## config.mk

```make
export PLATFORM = sky130hd
export DESIGN_NAME = zilla_branch_redirect_ctrl
export DESIGN_NICKNAME = d
export VERILOG_FILES = /design/src/rtl/zilla_branch_pkg.sv /design/src/rtl/zilla_sat_counter.sv /design/src/rtl/zilla_branch_redirect_ctrl.sv
export SDC_FILE = /design/constraint.sdc
export NUM_CORES = 1
export LEC_CHECK = 0
export CORE_MARGIN = 10
export CORE_UTILIZATION = 50
export CTS_BUF_LIST = sky130_fd_sc_hd__clkbuf_16
export CTS_CLUSTER_SIZE = 14
export DETAILED_ROUTE_END_ITERATION = 7
export DONT_BUFFER_PORTS = 1
export PLACE_DENSITY = 0.68
export SLEW_MARGIN = 20
export SYNTH_ARGS = -nofsm -noshare
export SYNTH_HDL_FRONTEND = slang
export SYNTH_SLANG_ARGS = --single-unit
export TNS_END_PERCENT = 5
```

## constraint.sdc

```tcl
create_clock -name bctl_clk -period 1.5 [get_ports bctl_clk]
set_input_delay 0.15 -clock bctl_clk [delete_from_list [all_inputs] [get_ports bctl_clk]]
set_output_delay 0.15 -clock bctl_clk [all_outputs]
set_load 0.005 [all_outputs]
```

## src/rtl/zilla_branch_pkg.sv

```systemverilog
// zilla_branch_pkg: shared FSM encoding and RV control-flow opcodes for the branch redirect controller
package zilla_branch_pkg;

    typedef enum logic [1:0] {
        IDLE      = 2'd0,
        HAZ_STALL = 2'd1,
        REDIRECT  = 2'd2,
        FLUSH     = 2'd3
    } br_state_e;

    localparam logic [6:0] OPC_BRANCH = 7'b1100011;
    localparam logic [6:0] OPC_JAL    = 7'b1101111;
    localparam logic [6:0] OPC_JALR   = 7'b1100111;

    localparam int STAT_WIDTH = 32;

endpackage

```

## src/rtl/zilla_sat_counter.sv

```systemverilog
// zilla_sat_counter: 32-bit event counter that sticks at all-ones, with sync clear
module zilla_sat_counter
    import zilla_branch_pkg::*;
(
    input  logic                  clk,
    input  logic                  rst,
    input  logic                  inc,
    output logic [STAT_WIDTH-1:0] count
);

    always_ff @(posedge clk) begin
        if (rst)
            count <= '0;
        else if (inc && count != '1)
            count <= count + 1'b1;
    end

endmodule

```

## src/rtl/zilla_branch_redirect_ctrl.sv

```systemverilog
// zilla_branch_redirect_ctrl: load-use stall, redirect handshake and IF/ID flush sequencing for decode branches.
// Statistics counters are built only when ZILLA_BRANCH_STATS_EN is defined.
module zilla_branch_redirect_ctrl
    import zilla_branch_pkg::*;
#(
    parameter int PC_WIDTH       = 20,
    parameter int GPR_ADDR_WIDTH = 5,
    parameter int FLUSH_CYCLES   = 2
) (
    input  logic                      bctl_clk,
    input  logic                      bctl_rst,
    input  logic                      wdt_reset_i,
    input  logic                      stall_en_i,
    input  logic                      dec_valid_i,
    input  logic                      dec_is_ctrl_i,
    input  logic                      dec_uses_rs2_i,
    input  logic [GPR_ADDR_WIDTH-1:0] dec_rs1_i,
    input  logic [GPR_ADDR_WIDTH-1:0] dec_rs2_i,
    input  logic                      ex_load_i,
    input  logic [GPR_ADDR_WIDTH-1:0] ex_rd_i,
    input  logic                      br_taken_i,
    input  logic [PC_WIDTH-1:0]       br_target_i,
    input  logic                      fetch_ready_i,
    output logic                      pipe_stall_o,
    output logic                      bubble_id_ex_o,
    output logic                      redirect_valid_o,
    output logic [PC_WIDTH-1:0]       redirect_pc_o,
    output logic                      flush_if_id_o,
    output logic                      busy_o,
    output logic [STAT_WIDTH-1:0]     stat_taken_o,
    output logic [STAT_WIDTH-1:0]     stat_ctrl_o
);

    localparam logic [2:0] FLUSH_LOAD = 3'(FLUSH_CYCLES == 0 ? 0 : FLUSH_CYCLES - 1);

    br_state_e           state, state_d;
    logic [2:0]          cnt, cnt_d;
    logic [PC_WIDTH-1:0] redirect_pc_q, pc_d;
    logic                clear, dec_ctrl, hazard;

    assign clear    = !bctl_rst || wdt_reset_i;
    assign dec_ctrl = dec_valid_i && dec_is_ctrl_i;
    assign hazard   = dec_ctrl && ex_load_i && ex_rd_i != '0 &&
                      (ex_rd_i == dec_rs1_i || (dec_uses_rs2_i && ex_rd_i == dec_rs2_i));

    always_ff @(posedge bctl_clk) begin
        if (clear) begin
            state         <= IDLE;
            cnt           <= '0;
            redirect_pc_q <= '0;
        end else if (!stall_en_i) begin
            state         <= state_d;
            cnt           <= cnt_d;
            redirect_pc_q <= pc_d;
        end
    end

    always_comb begin
        state_d        = state;
        cnt_d          = cnt;
        pc_d           = redirect_pc_q;
        pipe_stall_o   = 1'b0;
        bubble_id_ex_o = 1'b0;
        case (state)
            IDLE: begin
                if (hazard) begin
                    pipe_stall_o   = 1'b1;
                    bubble_id_ex_o = 1'b1;
                    state_d        = HAZ_STALL;
                end else if (dec_ctrl && br_taken_i) begin
                    pc_d    = {br_target_i[PC_WIDTH-1:1], 1'b0};
                    state_d = REDIRECT;
                end
            end
            // Loaded value is forwarded from MEM now, so the branch resolves this cycle.
            HAZ_STALL: begin
                pc_d    = br_taken_i ? {br_target_i[PC_WIDTH-1:1], 1'b0} : redirect_pc_q;
                state_d = br_taken_i ? REDIRECT : IDLE;
            end
            REDIRECT: begin
                pipe_stall_o = 1'b1;
                if (fetch_ready_i) begin
                    state_d = FLUSH_CYCLES == 0 ? IDLE : FLUSH;
                    cnt_d   = FLUSH_LOAD;
                end
            end
            FLUSH: begin
                state_d = cnt == '0 ? IDLE : FLUSH;
                cnt_d   = cnt == '0 ? cnt : cnt - 3'd1;
            end
            default: state_d = IDLE;
        endcase
    end

    assign redirect_valid_o = state == REDIRECT;
    assign flush_if_id_o    = state == REDIRECT || state == FLUSH;
    assign busy_o           = state != IDLE;
    assign redirect_pc_o    = redirect_pc_q;

`ifdef ZILLA_BRANCH_STATS_EN
    logic ctrl_inc, taken_inc;

    assign ctrl_inc  = !stall_en_i && (state == HAZ_STALL || (state == IDLE && dec_ctrl && !hazard));
    assign taken_inc = !stall_en_i && state == REDIRECT && fetch_ready_i;

    zilla_sat_counter u_stat_ctrl (
        .clk   (bctl_clk),
        .rst   (clear),
        .inc   (ctrl_inc),
        .count (stat_ctrl_o)
    );

    zilla_sat_counter u_stat_taken (
        .clk   (bctl_clk),
        .rst   (clear),
        .inc   (taken_inc),
        .count (stat_taken_o)
    );
`else
    assign stat_ctrl_o  = '0;
    assign stat_taken_o = '0;
`endif

endmodule

```

==> results of run 1 <==
## flip-flops by register name (all words and copies together), names as in the netlist
register and flops:
state 2, cnt 3, redirect_pc_o 19
## cell families after synthesis
group,after synthesis,share of synthesized area (%)
AOI/OAI and AO/OA,13,3.791
DFF,24,27.47
xor gates and xnor gates,10,5.007
buffers and inverters,77,32.19
and+or+nand+nor,68,18.46
muxes,20,11.44
other,1,0.2144
adders and majority gates,2,1.430
## worst max-delay path by stage
stage | depth (start not counted) | endpoint | slack [ns]
after floorplan | 9 | redirect_pc_o[15] | -0.05
after global placement | 7 | redirect_pc_o[1] | 0.05
after detailed placement | 7 | redirect_pc_o[1] | 0.02
after CTS | 7 | redirect_pc_o[1] | 0.006
after global routing | 8 | redirect_pc_o[14] | -0.08
final | 8 | redirect_pc_o[6] | 0.04
## power by group
| group | internal (W) | switching (W) | leakage, nW | total, W |
|---|---|---|---|---|
| clock network | 0.000531 | 0.000237 | 0.0511 | 0.000768 |
| registers | 0.000642 | 0.00000387 | 0.195 | 0.000646 |
| logic | 0.0000567 | 0.0000962 | 0.478 | 0.000153 |
| total | 0.00123 | 0.000337 | 0.724 | 0.00157 |
## cell usage after synthesis (all sizes together)
master	number	share of area, %
a21oi	9	2.6
and3	1	0.36
and4	1	0.64
buf	68	30
clkbuf	4	0.86
conb	1	0.21
dfxtp	24	27
dlygate4sd1	1	0.50
ha	2	1.4
inv	4	0.86
mux2i	20	11
nand2	44	9.6
nand2b	1	0.36
nand3	4	1.1
nand3b	1	0.43
nand4	1	0.36
nand4b	1	0.50
nor2	7	1.5
nor2b	2	0.72
nor3	2	0.57
nor4b	2	1.9
o21ai	3	0.86
o22ai	1	0.36
or3	1	0.43
xnor2	10	5.0
## through the flow
step | util, % | setup WS (ns) | setup TNS [ns]
2_1_floorplan | - | -0.04627 | -0.4894
3_3_place_gp | 47.40 | 0.05468 | 0
3_5_place_dp | 47.40 | 0.01899 | 0
4_1_cts | 50.52 | 0.006329 | 0
5_1_grt | 52.23 | -0.08043 | -1.200
6_report | 52.23 | 0.03524 | 0
## final cells by class
| type | instances | share of cell area (%) |
|---|---|---|
| multi-input combinational | 178 | 54.91 |
| clock buffer | 3 | 4.274 |
| sequential | 24 | 27.56 |
| clock inverter | 1 | 1.709 |
| timing repair buffer | 13 | 7.265 |
| tap | 46 | 3.276 |
| inverter | 4 | 0.9972 |
## what timing repair did
| action | CTS | global route |
|---|---|---|
| buffers inserted | 0 | 2 |
| endpoints found under the setup margin | 0 | 22 |
| resized for setup | 0 | 6 |
| hold buffers | 0 | 0 |
| endpoints found under the hold margin | 0 | 0 |
## worst register-to-register path: cells and delay by family (launching register included)
family	cells	cell delay [ns]
simple gates	4	0.51
buf+inv	3	0.37
flops	1	0.35
mux	1	0.18
## metal layers
metal  part of all wire [%]  up-vias  wire length (um)
li1                       -      575                 -
met1                     35      511              1395
met2                     51       65              2024
met3                     14        2               545
met4                   0.45        0                18
met5                      0        -                 0
## cells in the final DEF, fill, tap and decap left out, drive strengths merged
master | Yosys | final
and4 | 1 | 1
nand4b | 1 | 1
xnor2 | 10 | 10
nand3 | 4 | 4
nor2b | 2 | 2
dfxtp | 24 | 24
nor2 | 7 | 7
nand2 | 44 | 44
mux2i | 20 | 20
nor4b | 2 | 2
o21ai | 3 | 3
clkbuf | 4 | 4
buf | 68 | 12
nand2b | 1 | 1
nand4 | 1 | 1
ha | 2 | 2
o22ai | 1 | 1
or3 | 1 | 1
inv | 4 | 4
nor3 | 2 | 2
nand3b | 1 | 1
and3 | 1 | 1
conb | 1 | 65
a21oi | 9 | 9
bufinv | 0 | 1
==> reports/qor.txt, run 1 <==
Worst Min Path Start - br_target_i[15]
Worst hold-check path type - primary input to flop
Reg-to-reg endpoint - redirect_pc_o[6]
PortBufs - 0
DIE AREA - 6264 um2
Status - finished clean
Critical-path top delay cell - dfxtp_2
Die H - 79.15 um
Layout cells sized above 1 - 13.00%
Crit path time final - 1.465 ns
Nature of the critical path startpoint - flop
Crit Path Class - flop to flop
Largest net degree at the start of global routing - 29
Mapped Cells - 215
First-pass GRT wire length - 5927 um
Register bit count reported by yosys - 24
WHS Path Cells - 2
Period utilization - 97.65%
DR vias - 1153
GRT Util Overall - 11.51%
Clk buf depth - 2
Fin. Hold Viols - 0
Avg Cell Area, Syn - 8.136 um2
Routing usage on met3 - 7.770%
Max incr delay on CP - 0.35 ns
Setup crit end kind - flop
Clk slew on worst S/H paths - 0.07 ns
GR Util met2 - 19.82%
Root buffer cell - clkbuf_16
NumNets Final - 271
Worst path arrival time - 1.66 ns
# placed instances - 262
Final Skew - 0.003299 ns
Maxcap violations - 0
Routed Antenna Nets - 0
Number of fill cells in the layout - 332
CTS sink cnt - 24
Initial antenna violation count - 0
Ys Warns - 0
Slew Limit Fails - 0
Horiz. Die Dim - 79.15 um
FF/Latch Area - 484.2 um2
WL per Instance - 14.81 um
H-tree depth - 1
IO Count - 134
Syn-to-layout area delta - 0.4289%
Fin Hold WS - 0.02653 ns
Layout Cells excl Fill - 269
M1 GR Usage - 10.81%
Initial core utilization - 52.01%
Vias/cell - 4.286
Busiest grt layer - met2
Pleak - 0.7237 nW
Total power - 0.001566 W
Reg2reg setup slack - 0.04 ns
DRT Wirelength - 3983 um
Area occupied by multi-input gates - 964.7 um2
Initial DRC Count - 37
Critical Path Start - state[0]
FMAX - 682.7 MHz
CTS tree - yes
DP HPWL - 3307 um
# diodes - 0
Residual DRC - 0
Vias in the first global route - 1226
Final setup vio count - 0
Sequential area share after synthesis - 27.47%
TritonCTS buffer count - 3
Synth Cell Area - 1749 um2
Delay-heaviest family, CP - simple AND/OR/NAND/NOR gates
Post-Layout Inst Area - 1757 um2
Core footprint - 3363 um2
Unrepaired setup endpoints after global routing - true
Worst-skew pair later-pin latency - 0.26 ns
Grt ovf - 0
Crit path required time - 1.69 ns
Placed cell area - 1594 um2
Synth unique cells - 31
Reg-to-Reg Start - state[0]
Critical-path cell list - inv_4 -> nand2_4 -> nor2_2 -> and4_4 -> nor4b_4 -> buf_4 -> clkbuf_16 -> mux2i_1
Power density over cell area - 891.7 nW/um2
Pre-antenna DRT Iters - 4
Hold EP - redirect_pc_o[15]
FF-to-FF path depth - 8
# rows - 21
Worst Path Buf+Inv - 3
CP max FO - 9
Routability cong. - 0.7473
Peak VDD IR - 484.4 uV
(Power assumes the default switching activity.)
==> inputs of run 2 (changes only) <==
Settings changed: RECOVER_POWER set to 100.
==> reports/qor.txt, run 2 (same netlist as run 1, synthesis figures left out) <==
Unrepaired setup endpoints after global routing - true (unchanged)
Max incr delay on CP - 0.35 ns (about the same)
CTS sink cnt - 24 (unchanged)
Internal power - 0.001229 W (about the same)
Clk buf depth - 2 (unchanged)
Layout cells sized above 1 - 11.66% (was 13.00%)
Setup crit end kind - flop (unchanged)
DRT Wirelength - 3986 um (was 3983 um)
Most frequent cells in the layout - conb_1 (65), nand2_1 (43), dfxtp_1 (23) (was conb_1 (65), nand2_1 (43), dfxtp_1 (21))
Routed Antenna Nets - 0 (unchanged)
Crit path required time - 1.69 ns (about the same)
Pre-antenna DRT Iters - 4 (unchanged)
Busiest grt layer - met2 (unchanged)
Initial DRC Count - 47 (was 37)
Final Skew - 0.003402 ns (was 0.003299 ns)
Clock Power Share - 49.0% (about the same)
Critical-path top delay cell - dfxtp_2 (unchanged)
Routing usage on met3 - 7.770% (unchanged)
Fin. Hold Viols - 0 (unchanged)
GR Util met2 - 19.82% (unchanged)
CP max FO - 9 (unchanged)
# diodes - 0 (unchanged)
Total power - 0.001566 W (about the same)
DP HPWL - 3307 um (unchanged)
Reg power frac - 41.2% (about the same)
Final setup vio count - 0 (unchanged)
NumNets Final - 271 (unchanged)
FMAX - 682.6 MHz (was 682.7 MHz)
Crit path time final - 1.465 ns (about the same)
Clk slew on worst S/H paths - 0.07 ns (about the same)
Initial core utilization - 52.01% (unchanged)
Grt ovf - 0 (unchanged)
Die H - 79.15 um (unchanged)
Worst setup margin - 0.03493 ns (was 0.03524 ns)
Vias/cell - 4.283 (was 4.286)
Period utilization - 97.67% (was 97.65%)
DR vias - 1152 (was 1153)
Switching pwr - 0.0003370 W (was 0.0003373 W)
Dpl ws - 0.01899 ns (unchanged)
H-tree depth - 1 (unchanged)
Critical-path cell list - inv_4 -> nand2_4 -> nor2_2 -> and4_4 -> nor4b_4 -> buf_4 -> clkbuf_16 -> mux2i_1 (unchanged)
# rows - 21 (unchanged)
Syn-to-layout area delta - 0.07158% (was 0.4289%)
Worst hold-check path type - primary input to flop (unchanged)
Worst-skew pair later-pin latency - 0.26 ns (about the same)
Worst Path Buf+Inv - 3 (unchanged)
Combinational power share - 9.7% (was 9.8%)
Root buffer cell - clkbuf_16 (unchanged)
Delay-heaviest family, CP - simple AND/OR/NAND/NOR gates (unchanged)
Initial antenna violation count - 0 (unchanged)
Horiz. Die Dim - 79.15 um (unchanged)
Crit Path Class - flop to flop (unchanged)
First-pass GRT wire length - 5927 um (unchanged)
Largest net degree at the start of global routing - 29 (unchanged)
Number of fill cells in the layout - 334 (was 332)
TritonCTS buffer count - 3 (unchanged)
Hold_buf cts - 0 (unchanged)
GRT Util Overall - 11.51% (unchanged)
Pleak - 0.7198 nW (was 0.7237 nW)
M1 GR Usage - 10.81% (unchanged)
Vias in the first global route - 1226 (unchanged)
Status - finished clean (unchanged)
Switching share of power - 21.53% (about the same)
DIE AREA - 6264 um2 (unchanged)
Worst path arrival time - 1.66 ns (about the same)
WL per Instance - 14.82 um (was 14.81 um)
Slew Limit Fails - 0 (unchanged)
CTS tree - yes (unchanged)
PortBufs - 0 (unchanged)
Residual DRC - 0 (unchanged)
Routability cong. - 0.7473 (unchanged)
IO Count - 134 (unchanged)
Maxcap violations - 0 (unchanged)
Nature of the critical path startpoint - flop (unchanged)
Power density over cell area - 894.5 nW/um2 (was 891.7 nW/um2)
Core footprint - 3363 um2 (unchanged)
Peak VDD IR - 484.4 uV (unchanged)
Max reg flops - 19 (unchanged)
Most common cell after layout, fill and taps aside - conb_1 (unchanged)
## run 2: cell count changes in the layout (fill, tap and decap cells not counted)
| cell | previous run | this run |
|---|---|---|
| buf_4 | 11 | 9 |
| clkbuf_1 | 0 | 1 |
| clkbuf_4 | 0 | 1 |
| dfxtp_1 | 21 | 23 |
| dfxtp_2 | 3 | 1 |
## run 2: metal layers
layer | routed length (um) | vias to the layer above
met2 | 2029 | 63
met1 | 1394 | 512
li1 | - | 575
met4 | 18 | 0
met3 | 544 | 2
met5 | 0 | -
## run 2: power by group through the flow
stage,combinational [W],sequential (W),clock [W]
6_report,0.000153,0.000646,0.000767
3_3_place_gp,0.000133,0.000661,0
4_1_cts,0.000136,0.000646,0.000781
5_1_grt,0.000175,0.000646,0.000806
3_5_place_dp,0.000135,0.000660,0
2_1_floorplan,0.000243,0.000660,0
## run 2: worst register-to-register path, cell delays in order (launching register included)
cell       delay, ns
dfxtp_2         0.35
inv_4           0.05
nand2_4         0.06
nor2_2          0.04
and4_4          0.15
nor4b_4         0.26
buf_4           0.16
clkbuf_16       0.16
mux2i_1         0.18
## run 2: layout make-up
class	count	area [um2]	area share (%)
clock buffers	3	75.07	4.289
repair buffers	13	123.9	7.076
multi-input cells	178	964.7	55.11
inverters	4	17.52	1.001
well taps	46	57.56	3.288
flip-flops and latches	24	481.7	27.52
clock inverters	1	30.03	1.716
## run 2: worst paths after layout
kind                                       start           endpoint  slack (ns)  depth (start not counted)
worst max-delay path                    state[0]   redirect_pc_o[6]        0.03                          8
worst min-delay path             br_target_i[15]  redirect_pc_o[15]        0.03                          2
worst max register to register          state[0]   redirect_pc_o[6]        0.03                          8
worst min register to register  redirect_pc_o[7]   redirect_pc_o[7]        0.48                          2
## run 2: through the flow
step                hold slack (ns)  cell area [um2]  instances  TNS (ns)  util [%]
finish                      0.02654             1750        269         0     52.05
global route                0.02355             1750        269    -1.277     52.05
CTS                         0.02480             1699        266         0     50.52
detailed placement           0.2995             1594        262         0     47.40
global placement             0.2949             1594        262         0     47.40
floorplan                    0.2921             2001        279   -0.4894         -
## run 2: timing repair
action | in CTS | in global routing
resized for setup | 0 | 6
setup buffers | 0 | 2
endpoints found under the setup margin | 0 | 22
==> inputs of run 3 (changes only) <==
Settings changed: PLACE_DENSITY 0.68 to unset.
Clock period 1.5 ns to 1.85 ns, I/O delays scaled along.
==> reports/qor.txt, run 3 (same netlist as run 1, synthesis figures left out) <==
Most common cell after layout, fill and taps aside - conb_1 (unchanged)
Max reg flops - 19 (unchanged)
CP max FO - 9 (unchanged)
Grt ovf - 0 (unchanged)
Unrepaired setup endpoints after global routing - false (was true)
Period utilization - 88.74% (was 97.67%)
Routed Antenna Nets - 0 (unchanged)
IO Count - 134 (unchanged)
GR Util met2 - 16.97% (was 19.82%)
PortBufs - 0 (unchanged)
Maxcap violations - 0 (unchanged)
Routability cong. - 0.7505 (was 0.7473)
Final setup vio count - 0 (unchanged)
Fin Hold WS - 0.06708 ns (was 0.02654 ns)
Vias in the first global route - 1159 (was 1226)
Vias/cell - 4.217 (was 4.283)
Peak VDD IR - 261.5 uV (was 484.4 uV)
Fin. Hold Viols - 0 (unchanged)
Slew Limit Fails - 0 (unchanged)
Pre-antenna DRT Iters - 4 (unchanged)
Clk slew on worst S/H paths - 0.06 ns (was 0.07 ns)
GRT Util Overall - 10.96% (was 11.51%)
Worst hold-check path type - primary input to flop (unchanged)
# rows - 21 (unchanged)
Status - finished clean (unchanged)
Die H - 79.15 um (unchanged)
DIE AREA - 6264 um2 (unchanged)
Power density over cell area - 681.9 nW/um2 (was 894.5 nW/um2)
Nature of the critical path startpoint - flop (unchanged)
FMAX - 609.1 MHz (was 682.6 MHz)
Root buffer cell - clkbuf_16 (unchanged)
DR vias - 1109 (was 1152)
Residual DRC - 0 (unchanged)
FF-to-FF path depth - 6 (was 8)
Final Skew - 0.001585 ns (was 0.003402 ns)
Clk buf depth - 2 (unchanged)
Pleak - 0.6559 nW (was 0.7198 nW)
Syn-to-layout area delta - -7.439% (was 0.07158%)
Core footprint - 3363 um2 (unchanged)
WL per Instance - 14.20 um (was 14.82 um)
NumNets Final - 265 (was 271)
Hold_buf cts - 0 (unchanged)
Largest net degree at the start of global routing - 39 (was 29)
Crit path time final - 1.642 ns (was 1.465 ns)
H-tree depth - 1 (unchanged)
CTS tree - yes (unchanged)
Postcts setup bufs - 0 (unchanged)
Fin Setup TNS - 0 ns (unchanged)
Worst path arrival time - 1.78 ns (was 1.66 ns)
M1 GR Usage - 11.08% (was 10.81%)
Initial core utilization - 52.01% (unchanged)
Horiz. Die Dim - 79.15 um (unchanged)
# diodes - 0 (unchanged)
WHS Path Cells - 2 (unchanged)
DRT Wirelength - 3734 um (was 3986 um)
Worst-skew pair later-pin latency - 0.25 ns (was 0.26 ns)
Layout cells sized above 1 - 5.530% (was 11.66%)
Most frequent cells in the layout - conb_1 (65), nand2_1 (43), dfxtp_1 (24) (was conb_1 (65), nand2_1 (43), dfxtp_1 (23))
First-pass GRT wire length - 5692 um (was 5927 um)
CTS sink cnt - 24 (unchanged)
TritonCTS buffer count - 3 (unchanged)
Routing usage on met3 - 8.559% (was 7.770%)
Busiest grt layer - met2 (unchanged)
Crit Path Class - flop to flop (unchanged)
Setup crit end kind - flop (unchanged)
DP HPWL - 3200 um (was 3307 um)
Initial antenna violation count - 0 (unchanged)
Crit path required time - 1.99 ns (was 1.69 ns)
# resized after CTS - 0 (unchanged)
Initial DRC Count - 64 (was 47)
-- run 3: cell types whose count changed in the layout (fill, tap and decap cells not counted), sizes merged --
cell,delta
buf,-6
bufinv,-1
clkinv,+1
-- run 3: final cells by class --
cell class                      count  area (um2)
Timing Repair Buffer                7       41.29
Sequential cell                    24       480.5
Clock inverter                      1       3.754
Clock buffer                        3       75.07
Multi-Input combinational cell    178       945.9
Fill cell                         345        1744
Inverter                            4       15.01
Tap cell                           46       57.56
-- run 3: routing by layer --
metal | up-vias | wire length (um)
li1 | 567 | -
met2 | 72 | 1698
met5 | - | 0
met4 | 0 | 34
met3 | 6 | 617
met1 | 464 | 1383
-- run 3: report_power, final --
| group | switching, W | internal (W) | total, W |
|---|---|---|---|
| clock network | 0.000180 | 0.000289 | 0.000468 |
| logic | 0.0000744 | 0.0000374 | 0.000112 |
| registers | 0.00000313 | 0.000521 | 0.000524 |
-- run 3: worst paths after layout --
check / start / to / slack, ns
setup reg to reg: state[0] / cnt[1] / 0.21
setup / recovery: state[0] / cnt[1] / 0.21
hold reg to reg: cnt[2] / cnt[2] / 0.48
hold / removal: br_target_i[6] / redirect_pc_o[6] / 0.07
-- run 3: stage by stage --
stage               cells  utilization, %  worst slack (ns)  cell area, um2  total power, W
floorplan             279               -            0.1978            1989       0.0007318
global placement      259           46.21            0.2807            1554       0.0006399
detailed placement    259           46.21            0.2525            1554       0.0006411
CTS                   263           48.55            0.2434            1633        0.001115
global route          263           48.14           0.07908            1619        0.001164
finish                263           48.14            0.2083            1619        0.001104
-- run 3: worst max-delay path, stage by stage, from the launching register on --
cell and delay [ns]:
dfxtp_1 0.34, clkbuf_1 0.32, o21ai_0 0.19, nor3_1 0.16
clkbuf_1 0.26, mux2i_1 0.21, nor2_1 0.05
